**src/rtl/alu_logic_serial.sv**
```systemverilog
// rtl/alu_logic_serial.sv - multi-cycle sliced bitwise logic unit (AND/OR/XOR/NOT/CH/MAJ)
//
// Purpose:
//   Bitwise logic unit for the SHA-256 datapath. A request is accepted in IDLE,
//   the operands and opcode are captured, and the result is built SLICE bits
//   per cycle (least significant slice first). The finished result is offered
//   with out_valid and held until the sink takes it.
//
// Ports:
//   clock          in   1      rising-edge clock
//   resetn         in   1      asynchronous active-low reset
//   in_valid       in   1      request valid
//   in_ready       out  1      request can be taken (IDLE only)
//   ctrl_op        in   3      000 AND, 001 OR, 010 XOR, 011 NOT A, 100 CH, 101 MAJ, 11x illegal
//   data_operandA  in   WIDTH  operand A
//   data_operandB  in   WIDTH  operand B
//   data_operandC  in   WIDTH  operand C (CH/MAJ only)
//   out_valid      out  1      result valid
//   out_ready      in   1      sink accepts the result
//   data_result    out  WIDTH  result, stable while out_valid
//   op_err         out  1      illegal opcode on the current result, qualified by out_valid

module alu_logic_serial #(
    parameter int WIDTH = 32,
    parameter int SLICE = 8
) (
    input  logic             clock,
    input  logic             resetn,
    input  logic             in_valid,
    output logic             in_ready,
    input  logic [2:0]       ctrl_op,
    input  logic [WIDTH-1:0] data_operandA,
    input  logic [WIDTH-1:0] data_operandB,
    input  logic [WIDTH-1:0] data_operandC,
    output logic             out_valid,
    input  logic             out_ready,
    output logic [WIDTH-1:0] data_result,
    output logic             op_err
);

    localparam int N     = WIDTH / SLICE;
    localparam int CNT_W = (N > 1) ? $clog2(N) : 1;

    localparam logic [CNT_W-1:0] CNT_LAST = CNT_W'(N - 1);
    localparam logic [CNT_W-1:0] CNT_ONE  = CNT_W'(1);

    localparam logic [2:0] OP_AND = 3'b000;
    localparam logic [2:0] OP_OR  = 3'b001;
    localparam logic [2:0] OP_XOR = 3'b010;
    localparam logic [2:0] OP_NOT = 3'b011;
    localparam logic [2:0] OP_CH  = 3'b100;
    localparam logic [2:0] OP_MAJ = 3'b101;

    typedef enum logic [1:0] {
        S_IDLE = 2'd0,
        S_RUN  = 2'd1,
        S_DONE = 2'd2
    } state_t;

    state_t           state_q, state_d;
    logic [CNT_W-1:0] cnt_q, cnt_d;
    logic [WIDTH-1:0] a_q, a_d;
    logic [WIDTH-1:0] b_q, b_d;
    logic [WIDTH-1:0] c_q, c_d;
    logic [2:0]       op_q, op_d;
    logic [WIDTH-1:0] result_q, result_d;
    logic             err_q, err_d;

    logic             accept;
    logic             last_slice;
    logic [WIDTH-1:0] func_word;

    // Only the IDLE handshake samples the input ports; everything after that
    // works from the captured copies, so input changes mid-op are harmless.
    assign accept     = (state_q == S_IDLE) && in_valid;
    assign last_slice = (cnt_q == CNT_LAST);

    // ------------------------------------------------------------------
    // FSM: state register
    // ------------------------------------------------------------------
    always_ff @(posedge clock or negedge resetn) begin
        if (!resetn) begin
            state_q <= S_IDLE;
        end else begin
            state_q <= state_d;
        end
    end

    // ------------------------------------------------------------------
    // FSM: next-state logic
    // ------------------------------------------------------------------
    always_comb begin
        state_d = state_q;
        case (state_q)
            S_IDLE: begin
                if (accept) begin
                    state_d = S_RUN;
                end
            end
            S_RUN: begin
                if (last_slice) begin
                    state_d = S_DONE;
                end
            end
            S_DONE: begin
                // A request presented here is not taken; it waits for IDLE.
                if (out_ready) begin
                    state_d = S_IDLE;
                end
            end
            default: state_d = S_IDLE;
        endcase
    end

    // ------------------------------------------------------------------
    // FSM: outputs
    // ------------------------------------------------------------------
    always_comb begin
        in_ready    = 1'b0;
        out_valid   = 1'b0;
        op_err      = 1'b0;
        data_result = result_q;
        case (state_q)
            S_IDLE: in_ready = 1'b1;
            S_DONE: begin
                out_valid = 1'b1;
                op_err    = err_q;
            end
            default: ;
        endcase
    end

    // ------------------------------------------------------------------
    // Full-width logic function of the captured operands. Only the slice
    // selected by the counter is committed each RUN cycle. Illegal opcodes
    // produce zero so the result register ends up all-zero.
    // ------------------------------------------------------------------
    always_comb begin
        func_word = '0;
        case (op_q)
            OP_AND:  func_word = a_q & b_q;
            OP_OR:   func_word = a_q | b_q;
            OP_XOR:  func_word = a_q ^ b_q;
            OP_NOT:  func_word = ~a_q;
            OP_CH:   func_word = (a_q & b_q) ^ (~a_q & c_q);
            OP_MAJ:  func_word = (a_q & b_q) ^ (a_q & c_q) ^ (b_q & c_q);
            default: func_word = '0;
        endcase
    end

    // ------------------------------------------------------------------
    // Datapath next-state
    // ------------------------------------------------------------------
    always_comb begin
        a_d      = a_q;
        b_d      = b_q;
        c_d      = c_q;
        op_d     = op_q;
        cnt_d    = cnt_q;
        result_d = result_q;
        err_d    = err_q;

        if (accept) begin
            a_d      = data_operandA;
            b_d      = data_operandB;
            c_d      = data_operandC;
            op_d     = ctrl_op;
            cnt_d    = '0;
            result_d = '0;
            err_d    = (ctrl_op[2:1] == 2'b11);
        end else if (state_q == S_RUN) begin
            // Counter parks at zero after the last slice instead of wrapping
            // through an out-of-range value.
            cnt_d = last_slice ? '0 : (cnt_q + CNT_ONE);
            // Constant-index slice write keeps the mux explicit per slice.
            for (int i = 0; i < N; i++) begin
                if (cnt_q == CNT_W'(i)) begin
                    result_d[i*SLICE +: SLICE] = func_word[i*SLICE +: SLICE];
                end
            end
        end
    end

    // ------------------------------------------------------------------
    // Datapath registers
    // ------------------------------------------------------------------
    always_ff @(posedge clock or negedge resetn) begin
        if (!resetn) begin
            a_q      <= '0;
            b_q      <= '0;
            c_q      <= '0;
            op_q     <= '0;
            cnt_q    <= '0;
            result_q <= '0;
            err_q    <= 1'b0;
        end else begin
            a_q      <= a_d;
            b_q      <= b_d;
            c_q      <= c_d;
            op_q     <= op_d;
            cnt_q    <= cnt_d;
            result_q <= result_d;
            err_q    <= err_d;
        end
    end

endmodule
```
**config.mk**
```make
export PLATFORM = sky130hd
export DESIGN_NAME = alu_logic_serial
export DESIGN_NICKNAME = d
export VERILOG_FILES = /design/src/rtl/alu_logic_serial.sv
export SDC_FILE = /design/constraint.sdc
export NUM_CORES = 1
export LEC_CHECK = 0
export CELL_PAD_IN_SITES_DETAIL_PLACEMENT = 0
export CELL_PAD_IN_SITES_GLOBAL_PLACEMENT = 1
export CORE_ASPECT_RATIO = 0.75
export CORE_MARGIN = 1
export CORE_UTILIZATION = 37
export CTS_CLUSTER_SIZE = 24
export DETAILED_ROUTE_END_ITERATION = 10
export PLACE_DENSITY = 0.77
export SYNTH_ARGS = -nofsm -noshare
export SYNTH_HDL_FRONTEND = slang
export SYNTH_SLANG_ARGS = --single-unit
```
**constraint.sdc**
```tcl
create_clock -name clock -period 1.5 [get_ports clock]
set_input_delay 0.3 -clock clock [delete_from_list [all_inputs] [get_ports clock]]
set_output_delay 0.3 -clock clock [all_outputs]
set_load 0.1 [all_outputs]
```
== Yosys cells after proc, flatten, opt, wreduce, memory -nomap -nowiden ==
Cells that the tools add are included.
W data, S select, Z words.

* Bits in latches: 0
* Flip-flop bits (word level): 136
* Output and inout bits: 35
* ROM bits: 0
* Memories: 0
* Logic and storage cells: 67
* Bits in writable memories: 0
* Input bits: 103

* $lt $le $gt $ge: 0
* Equality and inequality tests: 14
* Bitwise operators: 10
* $add $sub $neg: 1
* Multiplexer cells: 17
* Div/mod/pow operators: 0
* Shifts and indexed selects: 0
* Multiply operators: 0
* Reduce and logical (&&, ||, !) cells: 14

{| class="wikitable"
|+ Operators by type and width
! kind !! count
|-
| $pmux W32 S6 || 1
|-
| $and A32 B32 Y32 || 4
|-
| $xor A32 B32 Y32 || 4
|-
| $mux W32 || 2
|-
| $mux W8 || 4
|-
| $not A32 Y32 || 1
|-
| $or A32 B32 Y32 || 1
|-
| $mux W2 || 6
|-
| $reduce_bool A2 Y1 || 5
|-
| $eq A2 B2 Y1 const B || 4
|-
| $reduce_and A2 Y1 || 4
|-
| $eq A3 B2 Y1 const B || 2
|-
| $eq A3 B3 Y1 const B || 2
|-
| $ne A2 B2 Y1 const B || 3
|-
| $pmux W2 S3 || 1
|-
| $eq A2 B1 Y1 const B || 2
|-
| $logic_not A2 Y1 || 2
|-
| $eq A3 B1 Y1 const B || 1
|-
| $logic_not A3 Y1 || 1
|-
| $mux W1 || 3
|-
| $reduce_and A3 Y1 || 1
|-
| $add A2 B1 Y2 const B || 1
|-
| $logic_and A1 B1 Y1 || 1
|}

== Logic depth before layout (Yosys ltp) ==
Gate-level depths: netlist of the first run.

* Depth after elaboration: 7
* Depth in mapped cells: 7
* Gate-level depth less buffers: 6

== Least setup slack after synthesis of the first run ==
Ideal clock, no wire load.

* Path kind: register to output
* From: reg state_q[0]
* To: out op_err
* Setup slack: -1.523 ns
* Cell stages (with the launch flop): 3
* Data required time: 1.200 ns
* Data arrival time: 2.723 ns
* Buffers on the path: 0
* Path through: dfrtp_1 > nor2b_1 > and2_1

* Longest elaborated chain between the ends: 2

{| class="wikitable"
|+ Ends and longest elaborated chain
! item !! RTL line !! source
|-
| start, declared || 60 || <nowiki>state_t state_q, state_d;</nowiki>
|-
| start signal, assigned || 85 || <nowiki>state_q <= state_d;</nowiki>
|-
| $eq A2 B2 Y1 || 123 || <nowiki>case (state_q)</nowiki>
|-
| $mux W1 || 123 ||
|-
| end, declared || 38 || <nowiki>output logic op_err</nowiki>
|}

No other way between the ends.

== Worst setup path in the final report of the first run ==
* From: reg op_q[1]
* To: reg result_q[2], in the netlist data_result[2]

* Longest elaborated chain between the ends: 5
* Elaborated cells on any way between the ends: 10
* Classes of those cells: 5 x eq/ne; 4 x mux; 1 x reduce/logical

{| class="wikitable"
|+ Ends and longest elaborated chain
! item !! RTL line !! source
|-
| start, declared || 65 || <nowiki>logic [2:0] op_q, op_d;</nowiki>
|-
| start signal, assigned || 200 || <nowiki>op_q <= op_d;</nowiki>
|-
| $eq A3 B3 Y1 (tied with other cells) || 140 || <nowiki>case (op_q)</nowiki>
|-
| $pmux W32 S6 * || 140 ||
|-
| $mux W8 * || 177 || <nowiki>if (cnt_q == CNT_W'(i)) begin</nowiki>
|-
| $mux W32 * || 171 || <nowiki>end else if (state_q == S_RUN) begin</nowiki>
|-
| $mux W32 * || 163 || <nowiki>if (accept) begin</nowiki>
|-
| end signal, assigned || 202 || <nowiki>result_q <= result_d;</nowiki>
|-
| end, declared || 66 || <nowiki>logic [WIDTH-1:0] result_q, result_d;</nowiki>
|}

Mark *: on every way between the ends. The rest lies on a longest branch, timed or not. The select of a mux whose other input is x is not followed.
A chain may end at the register's enable or synchronous reset.

==> out/qor.yml, run 1 <==
detailed_routing:
  route.detailed.drc: 0
  vias_per_cell: 5.37
  routed_wl_um: 27300
  ant_nets: 0
  vias: 8264
  first_iter_violations: 850
  wl_per_cell_um: 17.7
  first_pass_iters: 6
clock_network:
  htreeDepth: 4
  cts-root-buf: "clkbuf_16"
  clock_latency_ps: 430
  cts_made_buffers: 17
  cts.sinks: 136
  clockBufferDepth: 2
  cts_tree: "built"
  clk_pin_slew_ps: 60
die:
  start_util: 0.383
  rows: 47
  fp.dieH_um: 134
  ioPinCount: 138
  dieArea_um2: 23900
  die_w_um: 178
  core-area_um2: 22500
placed_design:
  place_inst: 1478
  io_buffers: 137
  place_congestion: 0.836
  place.detailed.hpwl_um: 17900
  pre_cts_ws_ps: -209
global_routing:
  grt_max_degree: 54
  grt_pass1_wl_um: 42800
  grt-ovfl-total: 0
  antenna_found_initial: 0
  grt_pass1_vias: 8130
  grt_usage: 0.232
pwr:
  p_switching_mw: 15.3
  p_leak_nw: 5.97
  combPwrFrac: 0.637
  pwr-share-clk: 0.135
  intPower_mw: 17.5
  design_power_total_mw: 32.8
  power_switching_share: 0.467
  vdd_drop_max_mv: 1.52
  power_density_nw_per_um2: 2510
  seq_power_share: 0.229
worst_setup_path:
  r2r_slack_ps: -230
  worstReg2RegEnd: "data_result[2]$_DFFE_PN0P_"
  cp_max_fo: 5
  worstSetupPathType: "flop to flop"
  start_kind: "flop"
  worstPathRequired_ps: 1840
  r2r_start: "op_q[1]$_DFFE_PN0P_"
  worstPathArrival_ps: 2070
  crit_path_end_kind: "flop"
  ff2ff_path_depth: 5
finish:
  n_antenna_cell: 0
  fillers: 1923
  drive_gt1_frac: 0.235
  multi_input_area_um2: 5010
  fin_nets: 1403
  instances_no_fill: 1539
  area_growth_pct: 51.3
  regArea_um2: 3410
run:
  max-cap-violations: 0
sta:
  finalSetupViolCount: 35
  skew_ps: 10.1
  finalCritPeriodShare: 1.15
  max_slew_margin: 0.753
  setup_ws_ps: -230
  finalHoldWorstSlack_ps: 343
  final_hold_viol_count: 0
  tightest_slew_ps: 369
  fmax_mhz: 578
  rsz0062_at_grt: "yes"
  maxSlewViolCount: 0
  period_needed_ps: 1730
outcome:
  failed_checks: "setup timing"
  status: "complete, but fails checks"
logic_synthesis:
  synth_warnings: 0
  syn_nets: 1174
  synth_area_per_cell_um2: 8.58
  yosysMostFrequentCell: "nand2_1"
  syn_inst: 1003
  synth-seq-area-share: 0.395
  syn-cell-area_um2: 8610
  yosysTopAreaCell: "dfrtp_1"
  synth_edf_count: 0
  dominantRegCellSynth: "dfrtp_1"
  async_reset_ff_frac: 1.00
  synth_seq_cells: 136
  synthTopCellsByArea: "dfrtp_1 (40%), ha_1 (9.9%), nand2_1 (8.5%)"
  synth_top_area_frac: 0.395
  synthTopCellsByCount: "nand2_1 (195), dfrtp_1 (136), inv_1 (95)"
  synth.distinct_cells: 43
worst_hold_path:
  hp-class: "input pin to async pin"
## layout make-up
type,count,area share
well taps,294,0.0282
multi-input cells,706,0.384
inverters,96,0.0281
clock buffers,20,0.0350
flip-flops and latches,136,0.262
clock inverters,12,0.0115
repair buffers,275,0.251
## placed cells by master (no fill, tap or decap), types with 15 or more instances in the layout
cell	instances
buf_4	77
a31oi_1	28
buf_12	61
buf_6	29
xor2_1	31
a21oi_1	56
ha_1	68
a21o_1	23
clkbuf_16	18
dfrtp_1	132
a211oi_1	15
clkdlybuf4s50_1	101
o21ai_0	45
nor2_1	17
nand3_1	20
inv_1	94
nand2_1	194
o21ai_1	41
a211oi_2	19
## sequential cells by signal (all words and copies together) (netlist names)
register	cells
a_q	32
b_q	32
c_q	32
cnt_q	2
data_result	32
err_q	1
op_q	3
state_q	2
## repair_timing
action                                  CTS  global route
hold buffers                              1             0
gates resized for setup                  75            67
buffers inserted                         17             7
endpoints found under the setup margin   35            41
cloned                                    4             1
endpoints found under the hold margin    28             0
pin swaps                                39            58
## critical path, stage by stage, from the launching register on
cell and delay, ps:
dfrtp_2 420, buf_6 140, nand3b_1 200, buf_6 170
or4_1 510, a41oi_1 210
## power by group through the flow
stage / logic (mW) / clock network, mW / registers, mW
floorplan: 8.04 / 0 / 9.93
global placement: 17.4 / 0 / 7.44
detailed placement: 17.7 / 0 / 7.48
CTS: 19.2 / 4.43 / 7.43
global route: 22.4 / 4.61 / 7.74
finish: 20.9 / 4.41 / 7.50
## per-layer routing
metal	part of all wire	global-route usage
met5	0	0
met4	0.015	0.0812
met3	0.057	0.0326
met2	0.45	0.351
met1	0.48	0.335
## cell families (layout without fill, tap and decap cells)
logic type | count (synthesis) | in the layout | share of synthesized area
AND/OR/NAND/NOR | 281 | 281 | 0.146
XOR/XNOR | 31 | 31 | 0.0315
AO/OA/AOI/OAI | 314 | 314 | 0.237
buffers and inverters | 161 | 403 | 0.0770
multiplexers | 12 | 12 | 0.0140
adder cells (fa/ha/maj) | 68 | 68 | 0.0988
flip-flops | 136 | 136 | 0.395
## through the flow
| step | util | TNS [ps] | instance area (µm²) |
|---|---|---|---|
| 2_1_floorplan | - | -26790 | 8710 |
| 3_3_place_gp | 0.514 | -5470 | 11500 |
| 3_5_place_dp | 0.514 | -9390 | 11500 |
| 4_1_cts | 0.562 | -3060 | 12600 |
| 5_1_grt | 0.580 | -6460 | 13000 |
| 6_report | 0.580 | -4210 | 13000 |
## worst max path at each step
stage / end / startpoint / cells after the start / slack (ps)
floorplan: op_q[1]$_DFFE_PN0P_ / state_q[0]$_DFFE_PN0P_ / 6 / -230
global placement: data_result[5]$_DFFE_PN0P_ / op_q[1]$_DFFE_PN0P_ / 6 / -150
detailed placement: data_result[10]$_DFFE_PN0P_ / op_q[1]$_DFFE_PN0P_ / 6 / -210
CTS: op_err / state_q[1]$_DFFE_PN0P_ / 4 / -200
global route: data_result[2]$_DFFE_PN0P_ / op_q[1]$_DFFE_PN0P_ / 5 / -310
finish: data_result[2]$_DFFE_PN0P_ / op_q[1]$_DFFE_PN0P_ / 5 / -230
No activity file was read; power rests on OpenSTA's default activity.
==> inputs of run 2 (changes only) <==
Settings changed: ABC_AREA set to 0, HOLD_SLACK_MARGIN set to 0.12.
==> results of run 2 <==
Final layout, timing and power as in run 1 (identical DEF).
==> inputs of run 3 (changes only) <==
Settings changed: CELL_PAD_IN_SITES_DETAIL_PLACEMENT 0 to 1.
==> out/qor.yml, run 3 (synthesis gave the netlist of run 1 again) <==
outcome:
  status: "complete, but fails checks"
  failed_checks: "setup timing"
detailed_routing:
  vias_per_cell: 6.25
  wl_per_cell_um: 27.2
  first_iter_violations: 1115
  first_pass_iters: 6
  ant_nets: 0
  route.detailed.drc: 0
  routed_wl_um: 42100
  vias: 9685
worst_setup_path:
  crit_start: "op_q[0]$_DFFE_PN0P_"
  worstPathRequired_ps: 1790
  r2r_start: "op_q[0]$_DFFE_PN0P_"
  crit_path_end_kind: "flop"
  slowest_stage: "a31oi_1"
  crit_chain: "buf_4, nand3b_1, buf_6, buf_8, nor2_1, a31oi_1, a31oi_1"
  cp_max_fo: 7
  start_kind: "flop"
  cp_common_cell: "a31oi_1"
  worstPathArrival_ps: 2360
  cpPeakStageDelay_ps: 500
  worstSetupPathType: "flop to flop"
global_routing:
  grt_pass1_wl_um: 55000
  grt_pass1_vias: 9835
  grt-ovfl-total: 0
  antenna_found_initial: 0
  grt_usage: 0.304
  grt_max_degree: 54
finish:
  final_common_cell: "nand2_1"
  multi_input_area_um2: 5020
  final_area_um2: 13300
  fin_nets: 1415
  fillers: 2429
  area_growth_pct: 54.7
  n_antenna_cell: 0
  regArea_um2: 3410
  final_cell_mix: "nand2_1 (194), dfrtp_1 (131), clkdlybuf4s50_1 (101)"
  final_util: 0.593
  drive_gt1_frac: 0.254
sta:
  tightest_slew_ps: 589
  final_hold_viol_count: 0
  maxSlewViolCount: 0
  max_slew_margin: 0.605
  fmax_mhz: 484
  period_needed_ps: 2060
  skew_ps: 9.86
  finalSetupViolCount: 118
  setup_ws_ps: -564
  finalCritPeriodShare: 1.38
  rsz0062_at_grt: "yes"
  finalHoldWorstSlack_ps: 346
worst_hold_path:
  hp-class: "input pin to async pin"
placed_design:
  place_congestion: 0.836
  place.detailed.hpwl_um: 20900
  dpl_cell_area_um2: 11500
  io_buffers: 137
  pre_cts_ws_ps: -231
die:
  dieArea_um2: 23900
  start_util: 0.383
  ioPinCount: 138
  core-area_um2: 22500
  fp.dieH_um: 134
  die_w_um: 178
  rows: 47
clock_network:
  cts_made_buffers: 17
  clock_latency_ps: 450
  cts.sinks: 136
  htreeDepth: 4
  clk_pin_slew_ps: 60
  cts_tree: "built"
  cts-root-buf: "clkbuf_16"
  clockBufferDepth: 2
pwr:
  power_density_nw_per_um2: 2720
  vdd_drop_max_mv: 1.31
  p_leak_nw: 6.11
  design_power_total_mw: 36.2
run:
  max-cap-violations: 0
-- run 3: changes by cell type in the layout (fill, tap and decap cells not counted), sizes merged --
cell      previous run  this run
bufinv               3         5
clkinv               6         2
clkinvlp             4         2
buf                172       179
clkbuf              21        29
-- run 3: path summary, 6_finish.rpt --
check | end | slack (ps) | cells after the start
min in group clock | c_q[14]$_DFFE_PN0P_ | 380 | 3
max | data_result[25]$_DFFE_PN0P_ | -560 | 7
min reg2reg | c_q[23]$_DFFE_PN0P_ | 540 | 2
max reg2reg | data_result[25]$_DFFE_PN0P_ | -560 | 7
max in group asynchronous | op_q[2]$_DFFE_PN0P_ | 640 | 3
min | b_q[24]$_DFFE_PN0P_ | 350 | 2
-- run 3: routing by layer --
metal	vias up	wire, µm	GRT usage	part of all wire
met4	0	2060	0.146	0.049
met3	202	3910	0.0564	0.093
met2	708	19600	0.498	0.47
met5	-	0	0	0
li1	3981	-	-	-
met1	4794	16500	0.384	0.39
-- run 3: layout make-up --
| class | instances | share of cell area |
|---|---|---|
| multi-input cells | 706 | 0.377 |
| repair buffers | 287 | 0.263 |
| flip-flops and latches | 136 | 0.256 |
| clock buffers | 23 | 0.0359 |
| well taps | 294 | 0.0276 |
| inverters | 96 | 0.0275 |
| clock inverters | 8 | 0.0126 |
-- run 3: report_power, final --
group	internal [mW]	leakage, nW	total [mW]	switching, mW
registers	5.48	1.67	7.90	2.42
logic	9.62	4.12	23.4	13.8
clock network	3.07	0.313	4.87	1.80
total	18.2	6.11	36.2	18.0
-- run 3: metrics by stage --
step | TNS (ps) | instances
after floorplan | -26790 | 1003
after global placement | -5470 | 1478
after detailed placement | -9080 | 1478
after CTS | -4000 | 1531
after global routing | -14340 | 1550
final | -12790 | 1550
-- run 3: what timing repair did --
item | CTS | global route
pin swaps | 53 | 27
endpoints found under the hold margin | 136 | 0
buffers inserted | 18 | 11
hold buffers | 1 | 0
endpoints found under the setup margin | 35 | 55
gates cloned | 4 | 9
gates resized for setup | 84 | 90
-- run 3: critical path: cells and delay by family (launching register included) --
kind	cells	cell delay [ps]
flip-flops	1	470
AO/OA/AOI/OAI	2	700
AND/OR/NAND/NOR	2	210
buffers and inverters	3	520
